## src/rtl/serial_pkg.sv

```systemverilog
// rtl/serial_pkg.sv - shared serial constants for the receive and transmit sides
package serial_pkg;

   // Default receive/transmit buffer depth in bytes (power of two, 4..256)
   localparam int SERIAL_DEPTH_DEFAULT = 16;

   // Width of one serial character
   localparam int SERIAL_BYTE_W = 8;

endpackage

```

## src/rtl/serial_rx_fifo_if.sv

```systemverilog
// rtl/serial_rx_fifo_if.sv - receiver/CPU handshake bundle for serial_rx_fifo
interface serial_rx_fifo_if
   import serial_pkg::*;
#(
   parameter int DEPTH = SERIAL_DEPTH_DEFAULT
);
   localparam int CW = $clog2(DEPTH) + 1;

   // receiver side
   logic                     rx_rdy;
   logic [SERIAL_BYTE_W-1:0] rx_data;
   logic                     rx_done;
   // CPU side
   logic                     rd;
   logic [SERIAL_BYTE_W-1:0] dout;
   logic                     avail;
   logic                     full;
   logic [CW-1:0]            count;
   logic                     ovf;
   logic                     ovf_clr;

   // fifo side
   modport slave (
      input  rx_rdy, rx_data, rd, ovf_clr,
      output rx_done, dout, avail, full, count, ovf
   );

   // receiver + CPU side
   modport master (
      output rx_rdy, rx_data, rd, ovf_clr,
      input  rx_done, dout, avail, full, count, ovf
   );

endinterface

```

## src/rtl/serial_rx_fifo_mem.sv

```systemverilog
// rtl/serial_rx_fifo_mem.sv - DEPTH x W storage, sync write port, async read port
module serial_rx_fifo_mem
   import serial_pkg::*;
#(
   parameter int DEPTH = SERIAL_DEPTH_DEFAULT,
   parameter int W     = SERIAL_BYTE_W,
   parameter int AW    = $clog2(DEPTH)
) (
   input  logic          clk,
   input  logic          i_we,
   input  logic [AW-1:0] i_waddr,
   input  logic [W-1:0]  i_wdata,
   input  logic [AW-1:0] i_raddr,
   output logic [W-1:0]  o_rdata
);

   logic [W-1:0] r_mem [DEPTH];

   // write the accepted byte at the tail; storage itself is never reset
   always_ff @(posedge clk) begin
      if (i_we) begin
         r_mem[i_waddr] <= i_wdata;
      end
   end

   assign o_rdata = r_mem[i_raddr];

endmodule

```

## src/rtl/serial_rx_fifo.sv

```systemverilog
// rtl/serial_rx_fifo.sv - serial receive byte buffer, FWFT; overrun drop mode under SERIAL_RX_OVERRUN_EN
module serial_rx_fifo
   import serial_pkg::*;
#(
   parameter int DEPTH = SERIAL_DEPTH_DEFAULT
) (
   input  logic              clk,
   input  logic              rst,
   serial_rx_fifo_if.slave   bus
);

   localparam int AW = $clog2(DEPTH);
   localparam int CW = AW + 1;

   logic [AW-1:0]            r_wr_ptr;
   logic [AW-1:0]            r_rd_ptr;
   logic [CW-1:0]            r_count;
   logic                     r_rx_done;
   logic                     r_full;
   logic                     r_avail;
   logic [SERIAL_BYTE_W-1:0] r_dout_hold;

   logic                     w_accept;
   logic                     w_pop;
   logic [CW-1:0]            w_count_nxt;
   logic [SERIAL_BYTE_W-1:0] w_mem_rdata;

   // A byte is taken only when the receiver offers it, we are not in the
   // acknowledge cycle of the previous byte, and there is room.  Both
   // conditions use registered flags, so a read at full never frees a slot
   // for the same cycle.
   assign w_accept = bus.rx_rdy & ~r_rx_done & ~r_full;
   assign w_pop    = bus.rd & r_avail;

   // next occupancy: simultaneous accept and pop leave it unchanged
   always_comb begin
      w_count_nxt = r_count;
      if (w_accept && !w_pop) begin
         w_count_nxt = r_count + CW'(1);
      end else if (w_pop && !w_accept) begin
         w_count_nxt = r_count - CW'(1);
      end
   end

   serial_rx_fifo_mem #(
      .DEPTH (DEPTH),
      .W     (SERIAL_BYTE_W),
      .AW    (AW)
   ) u_mem (
      .clk     (clk),
      .i_we    (w_accept),
      .i_waddr (r_wr_ptr),
      .i_wdata (bus.rx_data),
      .i_raddr (r_rd_ptr),
      .o_rdata (w_mem_rdata)
   );

`ifdef SERIAL_RX_OVERRUN_EN
   logic w_drop;
   logic r_ovf;

   // byte offered while full: acknowledge it anyway and throw it away
   assign w_drop = bus.rx_rdy & ~r_rx_done & r_full;

   // sticky overrun flag; a new overrun beats a simultaneous clear
   always_ff @(posedge clk or negedge rst) begin
      if (!rst) begin
         r_ovf <= 1'b0;
      end else if (w_drop) begin
         r_ovf <= 1'b1;
      end else if (bus.ovf_clr) begin
         r_ovf <= 1'b0;
      end
   end

   assign bus.ovf = r_ovf;
`else
   logic w_drop;
   logic w_unused_ovf_clr;

   // without overrun mode a full buffer simply withholds the acknowledge
   assign w_drop           = 1'b0;
   assign w_unused_ovf_clr = bus.ovf_clr;
   assign bus.ovf          = 1'b0;
`endif

   // pointers, occupancy, flags and the one-cycle receiver acknowledge
   always_ff @(posedge clk or negedge rst) begin
      if (!rst) begin
         r_wr_ptr  <= '0;
         r_rd_ptr  <= '0;
         r_count   <= '0;
         r_rx_done <= 1'b0;
         r_full    <= 1'b0;
         r_avail   <= 1'b0;
      end else begin
         if (w_accept) begin
            r_wr_ptr <= r_wr_ptr + AW'(1);
         end
         if (w_pop) begin
            r_rd_ptr <= r_rd_ptr + AW'(1);
         end
         r_count   <= w_count_nxt;
         r_rx_done <= w_accept | w_drop;
         r_full    <= (w_count_nxt == CW'(DEPTH));
         r_avail   <= (w_count_nxt != '0);
      end
   end

   // remember the byte being popped so dout stays stable once empty
   always_ff @(posedge clk or negedge rst) begin
      if (!rst) begin
         r_dout_hold <= '0;
      end else if (w_pop) begin
         r_dout_hold <= w_mem_rdata;
      end
   end

   assign bus.dout    = r_avail ? w_mem_rdata : r_dout_hold;
   assign bus.rx_done = r_rx_done;
   assign bus.avail   = r_avail;
   assign bus.full    = r_full;
   assign bus.count   = r_count;

endmodule
```

## src/flat_wrapper.sv

```systemverilog
// flat-port wrapper written by rule: the top's interface ports become plain ports
module serial_rx_fifo_flat import serial_pkg::*;
#(
   parameter int DEPTH = SERIAL_DEPTH_DEFAULT
)
  (clk, rst, bus_rx_rdy, bus_rx_data, bus_rd, bus_ovf_clr, bus_rx_done, bus_dout, bus_avail, bus_full, bus_count, bus_ovf);
  serial_rx_fifo_if #(.DEPTH(DEPTH)) bus_i ();
  input  logic clk;
  input  logic rst;
  input wire logic [$bits(bus_i.rx_rdy)-1:0] bus_rx_rdy;
  input wire logic [$bits(bus_i.rx_data)-1:0] bus_rx_data;
  input wire logic [$bits(bus_i.rd)-1:0] bus_rd;
  input wire logic [$bits(bus_i.ovf_clr)-1:0] bus_ovf_clr;
  output wire logic [$bits(bus_i.rx_done)-1:0] bus_rx_done;
  output wire logic [$bits(bus_i.dout)-1:0] bus_dout;
  output wire logic [$bits(bus_i.avail)-1:0] bus_avail;
  output wire logic [$bits(bus_i.full)-1:0] bus_full;
  output wire logic [$bits(bus_i.count)-1:0] bus_count;
  output wire logic [$bits(bus_i.ovf)-1:0] bus_ovf;
  assign bus_i.rx_rdy = bus_rx_rdy;
  assign bus_i.rx_data = bus_rx_data;
  assign bus_i.rd = bus_rd;
  assign bus_i.ovf_clr = bus_ovf_clr;
  assign bus_rx_done = bus_i.rx_done;
  assign bus_dout = bus_i.dout;
  assign bus_avail = bus_i.avail;
  assign bus_full = bus_i.full;
  assign bus_count = bus_i.count;
  assign bus_ovf = bus_i.ovf;
  serial_rx_fifo #(.DEPTH(DEPTH)) u_core (.clk(clk), .rst(rst), .bus(bus_i));
endmodule
```

## config.mk

```make
export PLATFORM = sky130hd
export DESIGN_NAME = serial_rx_fifo_flat
export DESIGN_NICKNAME = d
export VERILOG_FILES = /design/src/rtl/serial_pkg.sv /design/src/rtl/serial_rx_fifo_if.sv /design/src/rtl/serial_rx_fifo_mem.sv /design/src/rtl/serial_rx_fifo.sv /design/src/flat_wrapper.sv
export SDC_FILE = /design/constraint.sdc
export NUM_CORES = 1
export LEC_CHECK = 0
export ABC_AREA = 1
export CAP_MARGIN = 30
export CORE_ASPECT_RATIO = 0.7
export CORE_MARGIN = 2
export CORE_UTILIZATION = 30
export DETAILED_ROUTE_END_ITERATION = 7
export SLEW_MARGIN = 40
export SYNTH_ARGS = -nofsm -noshare
export SYNTH_HDL_FRONTEND = slang
export SYNTH_SLANG_ARGS = --single-unit
```

## constraint.sdc

```tcl
create_clock -name clk -period 1.6 [get_ports clk]
set_clock_uncertainty 0.2 [all_clocks]
set_input_delay 0.16 -clock clk [delete_from_list [all_inputs] [get_ports clk]]
set_output_delay 0.16 -clock clk [all_outputs]
set_load 0.005 [all_outputs]
```

Yosys cells after proc, flatten, opt, wreduce, memory -nomap -nowiden
Memory sizes are Yosys's and may differ from the RTL's.
Index checks and enable logic that the tools add are counted.
{"block": "word_totals", "regBits": 24, "latch_bits": 0, "ramBits": 128, "romBits": 0, "input_bits": 13, "elab_cells": 28, "memories": 1}
{"name": "u_core.u_mem.r_mem", "depth": 16, "width": 8, "rd": 1, "rd_ports_with_merged_regs": 0, "wr": 1, "line_no": "serial_rx_fifo_mem.sv:17", "rtl": "logic [W-1:0] r_mem [DEPTH];"}
{"block": "op_classes", "addsub": 4, "n_mul": 0, "div_mod_pow": 0, "n_lt_le_gt_ge": 0, "n_eq_ne": 1, "shift": 0, "n_mux": 5, "bitwise_logic": 5, "n_reduce_logical": 5}
{"op": "two-way mux 5 bit", "n": 2}
{"op": "adder 4 x 1 -> 4 bit (second input constant)", "n": 2}
{"op": "two-way mux 8 bit", "n": 1}
{"op": "adder 5 x 1 -> 5 bit (second input constant)", "n": 1}
{"op": "equality test 5 bit (second input constant)", "n": 1}
{"op": "nonzero test 5 bit", "n": 1}
{"op": "subtractor 5 x 1 -> 5 bit (second input constant)", "n": 1}
{"op": "bitwise AND 1 bit", "n": 3}
{"op": "logical AND 1 bit", "n": 2}
{"op": "zero test 1 bit", "n": 2}
{"op": "two-way mux 1 bit", "n": 2}
{"op": "NOT 1 bit", "n": 2}

Longest topological paths before layout
{"block": "depth", "word_depth": 8, "mapped_depth": 11, "mapped_depth_nobuf": 10}

Modules after synthesis
From an unflattened synthesis, not the netlist that was laid out.
{"block": "unflattened", "hier_cells": 693, "area_unflattened_um2": 6877.8}
{"mod": "serial_rx_fifo_mem", "n_inst": 1, "cells_each": 543, "area_per_inst_um2": 5606.6, "seq_area_each_um2": 3843.7}
{"mod": "serial_rx_fifo", "n_inst": 1, "cells_each": 150, "area_per_inst_um2": 1271.2, "seq_area_each_um2": 600.6}

Worst setup path before layout
Ideal clock, no wire load.
{"block": "synth_path", "path_type": "register to register", "from": "register u_core.r_rx_done (netlist: u_core.bus.rx_done)", "to": "memory u_core.u_mem.r_mem[11][0] in the netlist's numbering (enable)", "setup_time_ps": 370, "arrival_time_ps": 1229, "path_slack_ps": -199, "path_stages_with_launch": 6, "path_buffers": 0, "synth_period_minus_slack_ps": 1799, "path_cell_list": "dfrtp_1 inv_2 nand2_1 nor2_4 nand2_1 nor2_1"}
{"block": "synth_between", "elab_chain_cells": 5}
{"item": "start: declaration", "line_no": "serial_rx_fifo.sv:18", "rtl": "logic r_rx_done;"}
{"item": "start signal: assignment", "line_no": "serial_rx_fifo.sv:104", "rtl": "r_rx_done <= w_accept | w_drop;"}
{"item": "NOT 1 bit", "line_no": "serial_rx_fifo.sv:32", "rtl": "assign w_accept = bus.rx_rdy & ~r_rx_done & ~r_full;"}
{"item": "bitwise AND 1 bit (2 in a row)", "line_no": "serial_rx_fifo.sv:32"}
{"item": "named net u_core.u_mem.i_we", "line_no": "serial_rx_fifo_mem.sv:10", "rtl": "input logic i_we,"}
{"item": "two-way mux 1 bit", "line_no": "serial_rx_fifo_mem.sv:21", "rtl": "if (i_we) begin"}
{"item": "two-way mux 1 bit (implied by the code)", "line_no": "serial_rx_fifo_mem.sv:22", "rtl": "r_mem[i_waddr] <= i_wdata;"}
{"item": "end: declaration", "line_no": "serial_rx_fifo_mem.sv:17"}
The timed path passes the listed nets, and every way through them passes these cells.

Worst setup path after layout
{"block": "layout_path", "from": "register u_core.r_rd_ptr[0]", "to": "output bus_dout[4]"}
{"block": "layout_between", "elab_chain_cells": 2}
{"item": "start: declaration", "line_no": "serial_rx_fifo.sv:16", "rtl": "logic [AW-1:0] r_rd_ptr;"}
{"item": "start signal: assignment", "line_no": "serial_rx_fifo.sv:101", "rtl": "r_rd_ptr <= r_rd_ptr + AW'(1);"}
{"item": "memory read (16 x 8 bit)"}
{"item": "two-way mux 8 bit", "line_no": "serial_rx_fifo.sv:119", "rtl": "assign bus.dout = r_avail ? w_mem_rdata : r_dout_hold;"}
{"item": "end: declaration", "line_no": "flat_wrapper.sv:15", "rtl": "output wire logic [$bits(bus_i.dout)-1:0] bus_dout;"}
Every way passes these cells.

==> results.txt <==
----------------------------------------------------
[Power]
  Combinational share of power ... between 40% and 50%
  Total power consumption of the routed design ... 18.3 mW
  Fraction of power spent switching nets ... between 30% and 40%
  NetSw ... 6.86 mW
  Share of total power in the clock network ... a little under a quarter
  Reported leakage power ... 3.63 nW
  Peak supply drop ... approximately 0.96 mV
  Power per Cell Area ... 1930 nW/um^2
  Internal power ... 11.4 mW
  Relative contribution of sequential cells to total power ... 28.4%

[Detailed routing]
  Total number of vias ... 4829
  DRC errors left ... 0
  Avg Vias per Cell ... 4.78
  Number of DRC markers after the initial detailed-route iteration ... 367
  Final Routed Wirelength ... 17400 um
  Detailed-routing iteration count for the pre-antenna-repair pass ... 7
  Routed length per instance ... ~17 um
  Remaining number of nets flagged by the antenna check after routing ... 0

[Logic synthesis]
  Sequential-to-total area share from yosys stat ... 67.1%
  Total of flip-flops plus latches after synthesis ... 152
  Unique cell type count in the Yosys netlist ... 28
  Fraction of synthesis flops using an asynchronous set or reset pin ... 15.8%
  Yosys top cell area share ... 58.0%
  Leading area contributor after synthesis ... edfxtp_1
  Number of enable-type register cells in the synthesized netlist ... approximately 130
  Cell Area, Synth ... roughly 6600 sq um
  Synth cell count leaders ... nand2_1 (149), edfxtp_1 (128), nor2_1 (76), nand3_1 (59), inv_1 (41)
  Syn Area/Cell ... 11.0 sq um
  Cells after synthesis ... ~600
  Post-Synthesis Net Count ... 621
  Cell types occupying the most area after synthesis ... edfxtp_1 (58%), dfrtp_1 (9.1%), nand2_1 (8.4%)
  Most numerous cell in the Yosys netlist ... nand2_1
  Top flip-flop cell by instance count after synthesis ... edfxtp_1
  Yosys Warn Count ... 0

[Clock network]
  Clock tree from TritonCTS ... built
  Htree depth ... 4
  Number of buffers created by CTS ... 17
  Register clock-pin slew on the reported worst setup and hold paths ... 0.06 ns
  Clock root buffer master ... clkbuf_16
  Number of clock sinks ... 152
  Number of buffers on the longest clock path ... 2
  Clk_lat worst skew ... 0.41 ns

[STA]
  Total of endpoints with negative setup slack in the final report ... 148
  Hold Violations, Final ... 0
  Final-report max-slew violation count ... 0
  Final Cycle Share ... 150%
  Maximum clock frequency ... a little over 400 MHz
  Unrepaired setup endpoints after global routing ... yes
  Minimum setup slack in the final design ... -0.806 ns
  Worst hold slack across all endpoints ... 0.284 ns
  Post-route minimum period ... between 2 and 2.5 ns

[Global route]
  Peak-usage layer in the global routing report ... met2
  Global-route wire length before repair ... 26900 um
  Via count of the first global-routing pass ... 4835
  Number of antenna violations at the first check in global routing ... 0
  Maximum number of pins on one net before global-route repair ... 29
  GRT met2 Usage ... 23.6%
  GR Util met1 ... a little over a fifth
  Met3 usage in global routing ... 3.85%
  Global routing usage summed across all routing layers ... between 10% and 20%
  Overall overflow remaining after global route ... 0

[Outcome]
  Violations in the final reports ... negative setup slack
  Status ... finished with violations

[Layout]
  Number of nets in the layout ... 736
  Area of the multi-input gates ... 2490 sq um
  Area taken by flip-flops and latches ... 4450 sq um
  Ratio of cells with drive above 1 in the final layout ... 39.0%
  Total inserted antenna cells ... 0
  Fillers ... 1913
  Final instance area ... 9490 sq um
  Synth-to-layout area growth ... 43.2%

[Place]
  Number of port buffers ... 27
  Routability-driven placement congestion ratio ... 0.858
  DP Wirelength ... 11000 um
  Cell area reported after detailed placement ... just under 8000 sq um

[Die]
  Die W ... 182 um
  Num rows ... 45
  I/O pin cnt ... 30
  Initial core utilization ... 30.6%
  Placeable core area ... 21700 sq um
  Total Die Area ... ~23000 sq um
  Vertical die dimension ... 128 um

[Critical path]
  Slowest library cell on the worst path ... dfrtp_2
  Required time of the critical path ... 1.24 ns
  Setup crit end kind ... output pin
  Critical path start-end classification ... flip-flop to output pin
  CP Launch Type ... flip-flop
  Worst Path Buf+Inv ... 5
  Most used cell, CP ... nand2_2
  Cell family contributing the most delay on the critical path ... simple AND/OR/NAND/NOR gates
  Crit path max fanout ... 7
  Peak per-stage delay on the critical path ... around 0.48 ns
  Sequence of cells on the critical path ... buf_6 > inv_4 > buf_12 > buf_8 > nand2_4 > nand2_2 > nand2_1 > nand3_2 > nand3_2 > nand2_2 > nand2_2 > nand2_2 > buf_6
  Arrival time worst endpoint ... 2.05 ns

[Hold path]
  Class of the tightest hold or removal check ... flip-flop to flip-flop

[Job]
  Number of violations of the max-capacitance limit ... 0

----------------------------------------------------
kinds of logic after synthesis:
kind of cell    synth area share, %
compound gates                 6.04
simple gates                   18.7
fa+ha+maj                      1.32
other cells                  0.0566
buf+inv                        6.01
flops                          67.1
xor+xnor                      0.793
final cells by class:
cell class	count	area share (%)
flip-flops and latches	152	46.9
repair buffers	126	14.5
inverters	47	1.98
clock inverters	10	1.78
well taps	282	3.72
multi-input cells	372	26.2
clock buffers	22	4.89
cells in the final DEF (no fill, tap or decap), drive strengths merged:
| cell | count |
|---|---|
| dlygate4sd3 | 1 |
| nand3 | 61 |
| o21ai | 31 |
| xor2 | 6 |
| clkinvlp | 4 |
| conb | 1 |
| inv | 46 |
| nor2 | 79 |
| ha | 7 |
| bufinv | 4 |
| edfxtp | 128 |
| buf | 107 |
| clkdlybuf4s50 | 11 |
| dlygate4sd2 | 4 |
| nand2 | 152 |
| nand4 | 4 |
| o211ai | 30 |
| clkbuf | 22 |
| clkinv | 3 |
| or2 | 1 |
| clkdlybuf4s15 | 3 |
| dfrtp | 24 |
power groups by stage:
| stage | registers, mW | clock network (mW) | logic (mW) |
|---|---|---|---|
| floorplan | 5.12 | 0 | 3.69 |
| global placement | 5.19 | 0 | 6.35 |
| detailed placement | 5.20 | 0 | 6.40 |
| CTS | 5.10 | 4.35 | 8.31 |
| global route | 5.23 | 4.52 | 9.49 |
| finish | 5.19 | 4.31 | 8.78 |
tightest hold or removal path: stages, from the launching register on:
cell and delay [ns]:
dfrtp_1 0.34, nand2_1 0.05, nand2_1 0.06
path summary, 6_finish.rpt:
| path | to | cells past startpoint | slack [ns] | start |
|---|---|---|---|---|
| max in group asynchronous | u_core.r_rd_ptr[0] | 3 | 0.45 | rst |
| worst min register to register | u_core.r_dout_hold[7] | 2 | 0.28 | u_core.r_dout_hold[7] |
| min in group asynchronous | u_core.r_dout_hold[6] | 3 | 0.46 | rst |
| worst max register to register | u_core.r_dout_hold[4] | 14 | -0.36 | u_core.r_rd_ptr[0] |
| worst max-delay path | bus_dout[4] | 13 | -0.81 | u_core.r_rd_ptr[0] |
| worst min-delay path | u_core.r_dout_hold[7] | 2 | 0.28 | u_core.r_dout_hold[7] |
per-stage QoR:
step	utilization, %	setup TNS (ns)	instances	setup slack (ns)
floorplan	-	-7.92	601	-0.0816
global placement	35.9	-60.01	948	-0.718
detailed placement	35.9	-63.43	948	-0.726
CTS	42.7	-20.45	1016	-0.839
global route	43.8	-28.81	1011	-0.918
finish	43.8	-19.91	1011	-0.806
what timing repair did:
action,CTS,global route
hold endpoints to repair,24,0
pin swaps,74,58
hold buffers,1,0
gates resized for setup,189,88
cloned,3,0
setup endpoints to repair,154,152
buffers inserted,37,7
state kept, by name (all words and copies together) (netlist names):
register,flops
u_core.bus.avail,1
u_core.bus.count,5
u_core.bus.full,1
u_core.bus.rx_done,1
u_core.r_dout_hold,8
u_core.r_rd_ptr,4
u_core.r_wr_ptr,4
u_core.u_mem.r_mem,128
metal layers:
metal  wire [um]  vias to the layer above
met5           0                        -
met4         122                        0
met3         977                       12
met2        7910                      129
met1        8420                     2407
li1            -                     2281
(Power assumes the default switching activity.)
